## config.mk

```make
export PLATFORM = sky130hd
export DESIGN_NAME = ttt_move_generator
export DESIGN_NICKNAME = d
export VERILOG_FILES = /design/src/rtl/ttt_move_generator.sv
export SDC_FILE = /design/constraint.sdc
export NUM_CORES = 1
export LEC_CHECK = 0
export BUFFER_PORTS_ARGS = -buffer_cell sky130_fd_sc_hd__buf_2
export CORE_MARGIN = 10
export CORE_UTILIZATION = 60
export DETAILED_ROUTE_END_ITERATION = 8
export PLACE_DENSITY_LB_ADDON = 0.2
export SLEW_MARGIN = 20
export SYNTH_ARGS = -nofsm -noshare
export SYNTH_HDL_FRONTEND = slang
export SYNTH_SLANG_ARGS = --single-unit
```

## constraint.sdc

```tcl
create_clock -name clock -period 6.7 [get_ports clock]
set_input_delay 1.34 -clock clock [delete_from_list [all_inputs] [get_ports clock]]
set_output_delay 1.34 -clock clock [all_outputs]
set_load 0.01 [all_outputs]
```

## src/rtl/ttt_move_generator.sv

```systemverilog
// Multi-cycle tic-tac-toe move picker: win scan, optional block scan, then a fallback pick.
// Define TTT_BLOCK_SEARCH_EN to compile in the BLOCK scan pass.
module ttt_move_generator #(
  parameter int PREFER_CENTER = 1
) (
  input  logic       clock,
  input  logic       reset,
  input  logic       req,
  input  logic [1:0] pos1,
  input  logic [1:0] pos2,
  input  logic [1:0] pos3,
  input  logic [1:0] pos4,
  input  logic [1:0] pos5,
  input  logic [1:0] pos6,
  input  logic [1:0] pos7,
  input  logic [1:0] pos8,
  input  logic [1:0] pos9,
  output logic [3:0] computer_position,
  output logic       pc,
  output logic       no_move,
  output logic       busy
);
  localparam logic [1:0] CELL_EMPTY    = 2'b00;
  localparam logic [1:0] CELL_PLAYER   = 2'b01;
  localparam logic [1:0] CELL_COMPUTER = 2'b10;

  typedef enum logic [2:0] {
    S_IDLE     = 3'd0,
    S_WIN      = 3'd1,
`ifdef TTT_BLOCK_SEARCH_EN
    S_BLOCK    = 3'd2,
`endif
    S_FALLBACK = 3'd3,
    S_DONE     = 3'd4
  } state_t;

  state_t          state_q, state_d;
  logic [8:0][1:0] board_q, board_d;
  logic [2:0]      line_q, line_d;
  logic [3:0]      pos_q, pos_d;
  logic            pc_q, pc_d;
  logic            no_move_q, no_move_d;
  logic            busy_q, busy_d;

  // Packed {a, b, c} cell indices of a line.
  function automatic logic [11:0] line_cells(input logic [2:0] line);
    case (line)
      3'd0:    line_cells = {4'd0, 4'd1, 4'd2};
      3'd1:    line_cells = {4'd3, 4'd4, 4'd5};
      3'd2:    line_cells = {4'd6, 4'd7, 4'd8};
      3'd3:    line_cells = {4'd0, 4'd3, 4'd6};
      3'd4:    line_cells = {4'd1, 4'd4, 4'd7};
      3'd5:    line_cells = {4'd2, 4'd5, 4'd8};
      3'd6:    line_cells = {4'd0, 4'd4, 4'd8};
      default: line_cells = {4'd2, 4'd4, 4'd6};
    endcase
  endfunction

  // Returns {hit, empty index}: hit means two cells owned by side and one empty.
  function automatic logic [4:0] line_hit(input logic [8:0][1:0] b, input logic [2:0] line,
                                          input logic [1:0] side);
    logic [11:0] cells;
    logic [1:0]  c0, c1, c2;
    logic [1:0]  n_side, n_empty;
    logic [3:0]  idx;
    cells   = line_cells(line);
    c0      = b[cells[11:8]];
    c1      = b[cells[7:4]];
    c2      = b[cells[3:0]];
    n_side  = {1'b0, c0 == side} + {1'b0, c1 == side} + {1'b0, c2 == side};
    n_empty = {1'b0, c0 == CELL_EMPTY} + {1'b0, c1 == CELL_EMPTY} + {1'b0, c2 == CELL_EMPTY};
    if (c0 == CELL_EMPTY)      idx = cells[11:8];
    else if (c1 == CELL_EMPTY) idx = cells[7:4];
    else                       idx = cells[3:0];
    return {(n_side == 2'd2) && (n_empty == 2'd1), idx};
  endfunction

  // Returns {found, index}: center first when preferred, else lowest empty cell.
  function automatic logic [4:0] fallback_pick(input logic [8:0][1:0] b);
    logic       found;
    logic [3:0] idx;
    found = 1'b0;
    idx   = 4'd0;
    for (int i = 0; i < 9; i++) begin
      if (!found && b[i[3:0]] == CELL_EMPTY) begin
        found = 1'b1;
        idx   = i[3:0];
      end
    end
    if (PREFER_CENTER != 0 && b[4] == CELL_EMPTY) begin
      found = 1'b1;
      idx   = 4'd4;
    end
    return {found, idx};
  endfunction

  logic [4:0] win_res, fb_res;
  assign win_res = line_hit(board_q, line_q, CELL_COMPUTER);
  assign fb_res  = fallback_pick(board_q);
`ifdef TTT_BLOCK_SEARCH_EN
  logic [4:0] blk_res;
  assign blk_res = line_hit(board_q, line_q, CELL_PLAYER);
`endif

  always_comb begin
    state_d   = state_q;
    board_d   = board_q;
    line_d    = line_q;
    pos_d     = pos_q;
    pc_d      = 1'b0;
    no_move_d = 1'b0;
    case (state_q)
      S_IDLE: begin
        if (req) begin
          board_d = {pos9, pos8, pos7, pos6, pos5, pos4, pos3, pos2, pos1};
          line_d  = 3'd0;
          state_d = S_WIN;
        end
      end
      S_WIN: begin
        if (win_res[4]) begin
          pos_d   = win_res[3:0];
          pc_d    = 1'b1;
          state_d = S_DONE;
        end else if (line_q == 3'd7) begin
          line_d  = 3'd0;
`ifdef TTT_BLOCK_SEARCH_EN
          state_d = S_BLOCK;
`else
          state_d = S_FALLBACK;
`endif
        end else begin
          line_d = line_q + 3'd1;
        end
      end
`ifdef TTT_BLOCK_SEARCH_EN
      S_BLOCK: begin
        if (blk_res[4]) begin
          pos_d   = blk_res[3:0];
          pc_d    = 1'b1;
          state_d = S_DONE;
        end else if (line_q == 3'd7) begin
          line_d  = 3'd0;
          state_d = S_FALLBACK;
        end else begin
          line_d = line_q + 3'd1;
        end
      end
`endif
      S_FALLBACK: begin
        if (fb_res[4]) begin
          pos_d = fb_res[3:0];
          pc_d  = 1'b1;
        end else begin
          no_move_d = 1'b1;
        end
        state_d = S_DONE;
      end
      S_DONE:  state_d = S_IDLE;
      default: state_d = S_IDLE;
    endcase
    busy_d = (state_d != S_IDLE);
  end

  always_ff @(posedge clock or posedge reset) begin
    if (reset) begin
      state_q   <= S_IDLE;
      board_q   <= '0;
      line_q    <= '0;
      pos_q     <= '0;
      pc_q      <= 1'b0;
      no_move_q <= 1'b0;
      busy_q    <= 1'b0;
    end else begin
      state_q   <= state_d;
      board_q   <= board_d;
      line_q    <= line_d;
      pos_q     <= pos_d;
      pc_q      <= pc_d;
      no_move_q <= no_move_d;
      busy_q    <= busy_d;
    end
  end

  assign computer_position = pos_q;
  assign pc                = pc_q;
  assign no_move           = no_move_q;
  assign busy              = busy_q;

endmodule

```

==> flow_summary.json <==
{
  "status": "finished clean",
  "ff_latch_area_um2": 776,
  "seq_area_frac_synth": 0.354,
  "reg2reg_depth": 13,
  "rrSetupSlack_ps": 1820,
  "path_clk_slew_ps": 70,
  "post_cts_resized": 0,
  "power.leakage_uw": 0.00105,
  "slowest_stage": "nor3_1",
  "worst_pin_slew_ps": 753,
  "vias": 1900,
  "io_pins": 28,
  "finalWorstSetupSlack_ps": 1820,
  "num_rows": 21,
  "max_stage_delay_ps": 690,
  "drcViolationCount": 0,
  "n_fill_cell": 265,
  "area_delta_synth_final_pct": 11.0,
  "dieArea_um2": 6470,
  "drtAntennaViolNets": 0,
  "cp-start-kind": "flop",
  "worstPathArrival_ps": 5050,
  "final-instance-count-excl-fill": 305,
  "dp_cells": 297,
  "start_util": 0.637,
  "async_flop_share": 1.00,
  "setup_violations": 0,
  "min_delay_path_depth": 2,
  "clk_path_buf_depth": 2,
  "drt_iter0_drc": 244,
  "synth_seq_cells": 31,
  "gp_congestion": 0.975,
  "routed_wl_um": 5710,
  "cts_tree": "done",
  "relSlewSlack": 0.494,
  "hp-start": "computer_position[3]$_DFFE_PP0P_",
  "dr.pass1.iters": 4,
  "core-area_um2": 3440,
  "multi_input_area_um2": 1340,
  "grt_max_degree": 32,
  "layout-drive-gt1-share": 0.274,
  "die_h_um": 80.5,
  "clock_skew_ps": 7.67,
  "htree_num_levels": 2,
  "dpl_cell_area_um2": 2350,
  "pre_cts_ws_ps": 1910,
  "antenna_found_initial": 0,
  "hold_slack_ps": 563,
  "r2r-end": "computer_position[2]$_DFFE_PP0P_",
  "finalNetCount": 287,
  "cts.sinks": 31,
  "path_cells": "inv_1 -> ha_1 -> nor3_1 -> mux4_2 -> a22oi_1 -> nand2_1 -> fa_1 -> nor4bb_1 -> o21ai_0 -> a21oi_1 -> o211ai_1 -> o21ai_0 -> a21oi_1",
  "grt_overflow": 0,
  "period_share": 0.729,
  "antennaDiodeCount": 0,
  "ir_drop_v": 0.000272,
  "cp.required_ps": 6870,
  "die_w_um": 80.5,
  "wl_per_cell_um": 18.7,
  "hold_viol": 0,
  "grt_usage": 0.189,
  "hold_end": "computer_position[3]$_DFFE_PP0P_",
  "portBuffers": 27,
  "design_area_um2": 2430,
  "tns_ps": 0,
  "rsz0062_at_grt": "no",
  "cts_made_buffers": 5,
  "fmax_mhz": 205,
  "min_period_ps": 4880,
  "syn-mean-instance-area_um2": 9.50,
  "cap_violations": 0,
  "syn_area_um2": 2190,
  "slew_viol_final": 0,
  "cts_hold_buf": 0,
  "path_max_fanout": 16,
  "yosysWarningCount": 0,
  "end_kind": "flop",
  "ys_types": 59,
  "syn_nets": 260,
  "p_per_area_nw_per_um2": 633,
  "grt_pass1_vias": 1932,
  "viasPerCell": 6.23,
  "synth_cells": 231,
  "synth_ff_type": "dfrtp_1",
  "cts_root_buffer": "clkbuf_8",
  "cts_setup_buffers": 0,
  "timing.rr.start": "line_q[2]$_DFFE_PP0P_",
  "clock_latency_ps": 300,
  "grt_first_pass_wirelength_um": 9490,
  "hpwlAfterDp_um": 4310,
  "hp-class": "reg -> reg",
  "critical_path_class": "reg -> reg",
  "synth_edf_count": 0
}
## cell families (layout without fill, tap and decap cells)
logic type               after synthesis  after routing  share of synthesized area
buffers and inverters                 18             46                     0.0399
flip-flops                            31             31                      0.354
AND/OR/NAND/NOR                       84             84                      0.202
adder cells (fa/ha/maj)                8              8                     0.0525
AO/OA/AOI/OAI                         63             63                      0.205
multiplexers                          27             27                      0.147
## report_power, final
group	switching, uW	internal (uW)	total (uW)
combinational	566	443	1010
sequential	114	271	385
clock	73.2	72.4	146
## registers in the layout, summed over array words and instances, names as in the netlist
name and count:
board_q 18, busy 1, computer_position 4, line_q 3, no_move 1, pc 1
state_q 3
## cells in the final DEF (no fill, tap or decap), types with 2 or more instances in the layout
master / netlist / layout
clkbuf_8: 0 / 5
mux2_2: 17 / 17
a211oi_1: 2 / 2
nor3b_1: 2 / 2
inv_2: 1 / 2
dfrtp_1: 31 / 31
a21oi_1: 9 / 9
a31oi_1: 4 / 4
nand3_1: 7 / 7
mux4_2: 2 / 2
fa_1: 2 / 2
nand2b_1: 5 / 5
mux2i_1: 6 / 6
buf_2: 4 / 27
ha_1: 6 / 6
or3_1: 2 / 2
nor3_1: 6 / 6
o21ai_2: 2 / 2
o211ai_1: 3 / 3
o22ai_1: 6 / 6
o21ai_0: 18 / 18
nand2_1: 14 / 14
and2b_1: 2 / 2
nor2b_1: 9 / 9
inv_1: 9 / 8
o32a_1: 2 / 2
nor2_1: 24 / 24
## how the worst max path moves through the flow
| stage | startpoint | end | slack, ps | cells past startpoint |
|---|---|---|---|---|
| after global placement | line_q[2]$_DFFE_PP0P_ | computer_position[2]$_DFFE_PP0P_ | 2110 | 13 |
| after detailed placement | line_q[2]$_DFFE_PP0P_ | computer_position[2]$_DFFE_PP0P_ | 1910 | 13 |
| after CTS | line_q[2]$_DFFE_PP0P_ | computer_position[2]$_DFFE_PP0P_ | 1900 | 13 |
| final | line_q[2]$_DFFE_PP0P_ | computer_position[2]$_DFFE_PP0P_ | 1820 | 13 |
| after global routing | line_q[2]$_DFFE_PP0P_ | computer_position[2]$_DFFE_PP0P_ | 1430 | 13 |
| after floorplan | line_q[2]$_DFFE_PP0P_ | computer_position[0]$_DFFE_PP0P_ | 2460 | 15 |
## worst max-delay path, delay by kind of cell, from the launching register on
kind / cells / cell delay (ps)
AO/OA/AOI/OAI: 6 / 1260
AND/OR/NAND/NOR: 3 / 1230
multiplexers: 1 / 580
flip-flops: 1 / 610
adder cells (fa/ha/maj): 2 / 900
buffers and inverters: 1 / 160
## metal layers
| layer | wire, um | part of all wire | vias to the layer above | global-route usage |
|---|---|---|---|---|
| li1 | - | - | 904 | - |
| met4 | 168 | 0.029 | 0 | 0.0898 |
| met2 | 2640 | 0.46 | 91 | 0.287 |
| met1 | 2410 | 0.42 | 885 | 0.235 |
| met3 | 494 | 0.087 | 20 | 0.0624 |
| met5 | 0 | 0 | - | 0 |
## synth_stat cells (5+ instances only)
| library cell | count | area share |
|---|---|---|
| a21oi_1 | 9 | 0.021 |
| nor3_1 | 6 | 0.014 |
| mux2i_1 | 6 | 0.027 |
| nor2_1 | 24 | 0.041 |
| nand2_1 | 14 | 0.024 |
| ha_1 | 6 | 0.034 |
| o22ai_1 | 6 | 0.017 |
| nand3_1 | 7 | 0.016 |
| mux2_2 | 17 | 0.087 |
| dfrtp_1 | 31 | 0.35 |
| nor2b_1 | 9 | 0.026 |
| inv_1 | 9 | 0.015 |
| nand2b_1 | 5 | 0.014 |
| o21ai_0 | 18 | 0.041 |
## stage by stage
step                      total power (uW)  utilization
after floorplan                       1150            -
after global placement                1350        0.683
after detailed placement              1370        0.683
after CTS                             1530        0.707
after global routing                  1680        0.707
final                                 1540        0.707
## cell type report
class,count,share of cell area
Timing Repair Buffer,28,0.0586
Clock buffer,6,0.0298
Multi-Input combinational cell,182,0.549
Sequential cell,31,0.319
Tap cell,46,0.0236
Inverter,10,0.0154
Clock inverter,2,0.00514
Note: power is estimated with default switching activity, not from simulation.
